[src/rtl/demod_sched_if.sv]
// Bundle of request, engine and result signals for the demod scheduler.
// The scheduler connects through the slave modport; the driving environment uses master.
interface demod_sched_if #(
    parameter int NCH     = 4,
    parameter int BITS_IN = 8,
    parameter int BITS    = 16
);
    localparam int CW = $clog2(NCH);

    logic [NCH-1:0]         req_tick;
    logic [NCH*BITS_IN-1:0] req_I;
    logic [NCH*BITS_IN-1:0] req_Q;
    logic [BITS_IN-1:0]     eng_I;
    logic [BITS_IN-1:0]     eng_Q;
    logic                   eng_load_tick;
    logic [BITS-1:0]        eng_demod;
    logic                   eng_out_tick;
    logic [BITS-1:0]        demod_out;
    logic [CW-1:0]          out_ch;
    logic                   out_tick;
    logic [NCH-1:0]         overrun;
    logic                   overrun_clr;
    logic                   timeout_err;

    modport slave (
        input  req_tick, req_I, req_Q, eng_demod, eng_out_tick, overrun_clr,
        output eng_I, eng_Q, eng_load_tick, demod_out, out_ch, out_tick, overrun, timeout_err
    );

    modport master (
        output req_tick, req_I, req_Q, eng_demod, eng_out_tick, overrun_clr,
        input  eng_I, eng_Q, eng_load_tick, demod_out, out_ch, out_tick, overrun, timeout_err
    );
endinterface

[src/rtl/demod_sched.sv]
// Round-robin scheduler sharing one I/Q demod engine among NCH one-deep request slots.
// Optional engine watchdog enabled by defining DEMOD_SCHED_TIMEOUT_EN.
module demod_sched #(
    parameter int NCH     = 4,
    parameter int BITS_IN = 8,
    parameter int BITS    = 16,
    parameter int TIMEOUT = 63
) (
    input  logic         CLK,
    input  logic         RSTb,
    demod_sched_if.slave bus
);
    localparam int CW = $clog2(NCH);

    typedef enum logic [1:0] {IDLE, ISSUE, WAIT, RESULT} state_t;

    state_t                    state_q;
    logic signed [BITS_IN-1:0] slot_i_q [NCH];
    logic signed [BITS_IN-1:0] slot_q_q [NCH];
    logic [NCH-1:0]            pending_q, pending_d;
    logic [NCH-1:0]            overrun_q, overrun_d;
    logic [NCH-1:0]            grant_oh, take;
    logic [CW-1:0]             rr_ptr_q, grant_q, grant_d, grant_inc, idx_v;
    logic                      found;
    int                        idx;
    logic signed [BITS_IN-1:0] eng_i_q, eng_q_q;
    logic signed [BITS-1:0]    demod_q;
    logic [CW-1:0]             out_ch_q;
    logic                      load_q, out_tick_q, timeout_q;

`ifdef DEMOD_SCHED_TIMEOUT_EN
    localparam int TW = $clog2(TIMEOUT + 1);
    logic [TW-1:0] cnt_q;
`endif

    // First pending channel at or after rr_ptr, wrapping modulo NCH
    always_comb begin
        found    = 1'b0;
        grant_d  = rr_ptr_q;
        grant_oh = '0;
        idx      = 0;
        idx_v    = '0;
        for (int k = 0; k < NCH; k++) begin
            idx = int'(rr_ptr_q) + k;
            if (idx >= NCH) idx = idx - NCH;
            idx_v = CW'(idx);
            if (!found && pending_q[idx_v]) begin
                found           = 1'b1;
                grant_d         = idx_v;
                grant_oh[idx_v] = 1'b1;
            end
        end
    end

    // A same-cycle retick of the granted channel re-arms it without counting as overrun
    assign take      = (state_q == IDLE) ? grant_oh : '0;
    assign pending_d = bus.req_tick | (pending_q & ~take);
    assign overrun_d = (bus.req_tick & pending_q & ~take) | (overrun_q & ~{NCH{bus.overrun_clr}});
    assign grant_inc = (grant_q == CW'(NCH - 1)) ? '0 : grant_q + 1'b1;

    always_ff @(posedge CLK or negedge RSTb) begin
        if (!RSTb) begin
            pending_q <= '0;
            overrun_q <= '0;
            for (int c = 0; c < NCH; c++) begin
                slot_i_q[c] <= '0;
                slot_q_q[c] <= '0;
            end
        end else begin
            pending_q <= pending_d;
            overrun_q <= overrun_d;
            for (int c = 0; c < NCH; c++) begin
                if (bus.req_tick[c]) begin
                    slot_i_q[c] <= bus.req_I[c*BITS_IN +: BITS_IN];
                    slot_q_q[c] <= bus.req_Q[c*BITS_IN +: BITS_IN];
                end
            end
        end
    end

    always_ff @(posedge CLK or negedge RSTb) begin
        if (!RSTb) begin
            state_q    <= IDLE;
            rr_ptr_q   <= '0;
            grant_q    <= '0;
            eng_i_q    <= '0;
            eng_q_q    <= '0;
            demod_q    <= '0;
            out_ch_q   <= '0;
            load_q     <= 1'b0;
            out_tick_q <= 1'b0;
            timeout_q  <= 1'b0;
`ifdef DEMOD_SCHED_TIMEOUT_EN
            cnt_q      <= '0;
`endif
        end else begin
            load_q     <= 1'b0;
            out_tick_q <= 1'b0;
            timeout_q  <= 1'b0;
            case (state_q)
                IDLE: begin
                    if (found) begin
                        grant_q <= grant_d;
                        eng_i_q <= slot_i_q[grant_d];
                        eng_q_q <= slot_q_q[grant_d];
                        load_q  <= 1'b1;
                        state_q <= ISSUE;
                    end
                end
                ISSUE: begin
                    state_q <= WAIT;
`ifdef DEMOD_SCHED_TIMEOUT_EN
                    cnt_q   <= '0;
`endif
                end
                WAIT: begin
                    if (bus.eng_out_tick) begin
                        demod_q    <= bus.eng_demod;
                        out_ch_q   <= grant_q;
                        out_tick_q <= 1'b1;
                        state_q    <= RESULT;
                    end
`ifdef DEMOD_SCHED_TIMEOUT_EN
                    else if (cnt_q == TW'(TIMEOUT - 1)) begin
                        timeout_q <= 1'b1;
                        rr_ptr_q  <= grant_inc;
                        state_q   <= IDLE;
                    end else begin
                        cnt_q <= cnt_q + 1'b1;
                    end
`endif
                end
                RESULT: begin
                    rr_ptr_q <= grant_inc;
                    state_q  <= IDLE;
                end
                default: state_q <= IDLE;
            endcase
        end
    end

    assign bus.eng_I         = eng_i_q;
    assign bus.eng_Q         = eng_q_q;
    assign bus.eng_load_tick = load_q;
    assign bus.demod_out     = demod_q;
    assign bus.out_ch        = out_ch_q;
    assign bus.out_tick      = out_tick_q;
    assign bus.overrun       = overrun_q;
    assign bus.timeout_err   = timeout_q;
endmodule

[src/flat_wrapper.sv]
// flat-port wrapper written by rule: the top's interface ports become plain ports
module demod_sched_flat 
#(
    parameter int NCH     = 4,
    parameter int BITS_IN = 8,
    parameter int BITS    = 16,
    parameter int TIMEOUT = 63
)
  (CLK, RSTb, bus_req_tick, bus_req_I, bus_req_Q, bus_eng_demod, bus_eng_out_tick, bus_overrun_clr, bus_eng_I, bus_eng_Q, bus_eng_load_tick, bus_demod_out, bus_out_ch, bus_out_tick, bus_overrun, bus_timeout_err);
  demod_sched_if #(.NCH(NCH), .BITS_IN(BITS_IN), .BITS(BITS)) bus_i ();
  input  logic CLK;
  input  logic RSTb;
  input wire logic [$bits(bus_i.req_tick)-1:0] bus_req_tick;
  input wire logic [$bits(bus_i.req_I)-1:0] bus_req_I;
  input wire logic [$bits(bus_i.req_Q)-1:0] bus_req_Q;
  input wire logic [$bits(bus_i.eng_demod)-1:0] bus_eng_demod;
  input wire logic [$bits(bus_i.eng_out_tick)-1:0] bus_eng_out_tick;
  input wire logic [$bits(bus_i.overrun_clr)-1:0] bus_overrun_clr;
  output wire logic [$bits(bus_i.eng_I)-1:0] bus_eng_I;
  output wire logic [$bits(bus_i.eng_Q)-1:0] bus_eng_Q;
  output wire logic [$bits(bus_i.eng_load_tick)-1:0] bus_eng_load_tick;
  output wire logic [$bits(bus_i.demod_out)-1:0] bus_demod_out;
  output wire logic [$bits(bus_i.out_ch)-1:0] bus_out_ch;
  output wire logic [$bits(bus_i.out_tick)-1:0] bus_out_tick;
  output wire logic [$bits(bus_i.overrun)-1:0] bus_overrun;
  output wire logic [$bits(bus_i.timeout_err)-1:0] bus_timeout_err;
  assign bus_i.req_tick = bus_req_tick;
  assign bus_i.req_I = bus_req_I;
  assign bus_i.req_Q = bus_req_Q;
  assign bus_i.eng_demod = bus_eng_demod;
  assign bus_i.eng_out_tick = bus_eng_out_tick;
  assign bus_i.overrun_clr = bus_overrun_clr;
  assign bus_eng_I = bus_i.eng_I;
  assign bus_eng_Q = bus_i.eng_Q;
  assign bus_eng_load_tick = bus_i.eng_load_tick;
  assign bus_demod_out = bus_i.demod_out;
  assign bus_out_ch = bus_i.out_ch;
  assign bus_out_tick = bus_i.out_tick;
  assign bus_overrun = bus_i.overrun;
  assign bus_timeout_err = bus_i.timeout_err;
  demod_sched #(.NCH(NCH), .BITS_IN(BITS_IN), .BITS(BITS), .TIMEOUT(TIMEOUT)) u_core (.CLK(CLK), .RSTb(RSTb), .bus(bus_i));
endmodule
[config.mk]
export PLATFORM = sky130hd
export DESIGN_NAME = demod_sched_flat
export DESIGN_NICKNAME = d
export VERILOG_FILES = /design/src/rtl/demod_sched_if.sv /design/src/rtl/demod_sched.sv /design/src/flat_wrapper.sv
export SDC_FILE = /design/constraint.sdc
export NUM_CORES = 1
export LEC_CHECK = 0
export CAP_MARGIN = 10
export CORE_MARGIN = 8
export CORE_UTILIZATION = 53
export DETAILED_ROUTE_END_ITERATION = 8
export PLACE_DENSITY = 0.81
export SETUP_SLACK_MARGIN = 0.3
export SLEW_MARGIN = 20
export SYNTH_ARGS = -nofsm -noshare
export SYNTH_HDL_FRONTEND = slang
export SYNTH_SLANG_ARGS = --single-unit
[constraint.sdc]
create_clock -name CLK -period 3.6 [get_ports CLK]
set_input_delay 0.72 -clock CLK [delete_from_list [all_inputs] [get_ports CLK]]
set_output_delay 0.72 -clock CLK [all_outputs]
set_load 0.005 [all_outputs]
==> metrics.md <==
| Metric | Value |
|---|---|
| Fin crit period | 3.19 ns |
| Final hold vios | 0 |
| Layout Skew | 0.00910 ns |
| Initial Utilization | 53.4% |
| Worst ir drop on vdd | between 0.0004 and 0.0005 V |
| FILL cells | a little over 900 |
| Setup TNS | 0 ns |
| TritonCTS clock tree | done |
| First drt pass iteration count | 5 |
| Worst slew pin tran | ~0.84 ns |
| Ratio of cells with drive above 1 in the final layout | roughly 18% |
| # nets final | between 900 and 1000 |
| Syn nets | 809 |
| Clk sinks | 114 |
| Most common cell in the synthesized netlist | nand2_1 |
| Total CTS buffers | 17 |
| Chip width | 128 um |
| Rows | between 40 and 50 |
| Syn Inst Count | 710 |
| All-Layer GR Usage | 23.8% |
| Synth top area share | between 40% and 50% |
| Vias per cell | between 6 and 7 |
| Synth Cell Area | between 0.006 and 0.007 mm^2 |
| Pwr dens | 814 mW/mm^2 |
| I/O pin cnt | ~130 |
| Fraction of registers with async set/reset | 100% |
| Pin count of the biggest net entering global routing | 69 |
| DRC violations left | 0 |
| Detailed Route Iter0 Violations | 677 |
| Dpl hpwl | about 13000 um |
| Die ar. | ~0.016 mm^2 |
| FF/Latch Area | between 0.002 and 0.003 mm^2 |
| Yosys top cell by area | dfrtp_1 |
| Non-Filler Instances | between 900 and 1000 |
| Dpl cells | 966 |
| Ys Warns | 0 |
| Unrepaired setup endpoints after global routing | false |
| Peak fanout along the critical path | 33 |
| Synth Register Bits | roughly 110 |
| Clock Latency Late Sink | 0.42 ns |
| Die Y-Extent | approximately 130 um |
| Global route overflow | 0 |
| Tot Pwr | ~7 mW |
| Worst setup SP type | flop |
| Netlist cell types | 36 |
| Most used flip-flop cell after synthesis | dfrtp_1 |
| Setup Viol. Count Final | 0 |
| Crit end category | flop |
| Seq/Total Area, Yosys | between 40% and 50% |
| Synth area leaders | dfrtp_1, mux2_2, nand2_1 |
| Clock root cell | clkbuf_16 |
| Antenna violations before repair | 0 |
| Leading post-synthesis cells by instance count | nand2_1, dfrtp_1, mux2_2, a21oi_1, nor2_1 |
| Arrival @ worst endpoint | 3.47 ns |
| Layout area overhead | 29.5% |
| Clk slew on worst S/H paths | 0.05 ns |
| Vias in the first global route | 6148 |
| Core area | roughly 0.012 mm^2 |
| Final period util | between 80% and 90% |
| Final GP Congestion | a little under 0.9 |
| Routed len/inst | 19.0 um |
| Critical Path RT | 3.88 ns |
| Post-synth EDFFs | 0 |
| IO Port Bufs | about 130 |
| Slew headroom | about 44% |
| FF-to-FF path depth | 7 |
| Hold Crit Class | input pin to async pin |
| Final ANT Viol Nets | 0 |
| Outcome | completed |
| Total number of vias | roughly 6100 |
| H-tree levels | 4 |
| ANT cells | 0 |
| Fmax | 0.314 GHz |
| CTS max path bufs | 2 |
| Leak Pwr | around 3.6 nW |
| Footprint of the multi-input gates | between 0.003 and 0.004 mm^2 |
| First-pass GRT wire length | 30700 um |
| Synth Area per Inst | 9.38 um^2 |
| Max cap viols | 0 |
| CP Class | flop to flop |
| Max-slew violations | 0 |
| DRT Wirelength | about 19000 um |
==> power breakdown <==
part	leakage, nW	switching (mW)	internal, mW
registers	1.34	0.287	1.63
clock network	0.289	0.569	1.15
logic	2.00	1.92	1.47
==> path summary, 6_finish.rpt <==
kind / start / slack [ns] / to
worst min register to register: u_core.bus.eng_I[1] / 0.48 / u_core.bus.eng_I[1]
worst max register to register: u_core.rr_ptr_q[0] / 0.41 / u_core.bus.eng_I[6]
worst max-delay path: u_core.rr_ptr_q[0] / 0.41 / u_core.bus.eng_I[6]
min in group CLK: u_core.bus.eng_I[1] / 0.48 / u_core.bus.eng_I[1]
worst min-delay path: RSTb / 0.31 / u_core.bus.demod_out[12]
max in group asynchronous: RSTb / 2.52 / u_core.rr_ptr_q[1]
==> cells by family after synthesis <==
kind of cell    Yosys count  synth area share [%]
compound gates          174                  17.6
xor+xnor                  1                 0.132
fa+ha+maj                11                  2.07
buf+inv                  70                  5.05
flops                   114                  42.8
mux                      93                  16.3
other cells               1                0.0563
simple gates            246                  15.9
==> layout make-up <==
class	instances	share of cell area (%)
well taps	172	2.49
multi-input cells	526	40.4
flip-flops and latches	114	33.1
repair buffers	142	16.3
inverters	15	0.653
clock inverters	9	1.51
clock buffers	21	5.57
==> per-layer routing <==
metal / global-route usage, % / wire, um / share of wire, %
met5: 0 / 0 / 0
met4: 10.3 / 539 / 2.8
met3: 6.91 / 1680 / 8.8
met2: 39.4 / 9360 / 49
met1: 28.2 / 7440 / 39
==> sequential cells by signal, indices dropped and copies added (netlist names) <==
register / cells
u_core.bus.demod_out: 16
u_core.bus.eng_I: 8
u_core.bus.eng_Q: 8
u_core.bus.eng_load_tick: 1
u_core.bus.out_ch: 2
u_core.bus.out_tick: 1
u_core.bus.overrun: 4
u_core.grant_q: 2
u_core.pending_q: 4
u_core.rr_ptr_q: 2
u_core.slot_i_q: 32
u_core.slot_q_q: 32
u_core.state_q: 2
==> timing repair <==
action | CTS | global route
endpoints found under the setup margin | 0 | 9
gates resized for setup | 0 | 3
hold buffers | 0 | 0
setup buffers | 0 | 3
==> stage by stage <==
stage / util (%) / worst slack [ns] / area [um^2] / hold WS, ns
after floorplan: - / 0.502 / 6660 / 0.424
after global placement: 64.0 / 0.526 / 7980 / 0.478
after detailed placement: 64.0 / 0.357 / 7980 / 0.475
after CTS: 68.9 / 0.345 / 8590 / 0.343
after global routing: 69.2 / 0.303 / 8630 / 0.365
final: 69.2 / 0.411 / 8630 / 0.314
==> layout by cell type (no fill, tap or decap), drive strengths merged <==
master / instances
a211o: 32
a211oi: 32
a21oi: 69
a22o: 4
a31oi: 1
a32o: 4
and3: 16
and4bb: 1
buf: 16
bufinv: 3
clkbuf: 21
clkdlybuf4s50: 126
clkinv: 2
clkinvlp: 4
conb: 1
dfrtp: 114
ha: 11
inv: 15
mux2: 85
mux2i: 4
mux4: 4
nand2: 169
nand2b: 3
nand3: 1
nor2: 36
nor2b: 3
nor4: 17
o21ai: 11
o22a: 1
o22ai: 4
o31ai: 16
xnor2: 1
==> worst max-delay path: stages, from the launching register on <==
cell	delay (ns)
dfrtp_2	0.46
buf_4	0.36
mux4_2	0.74
buf_4	0.29
nand2b_4	0.35
a21oi_1	0.10
nor4_1	0.58
o31ai_1	0.15
Power figures use the tool's default switching activity.
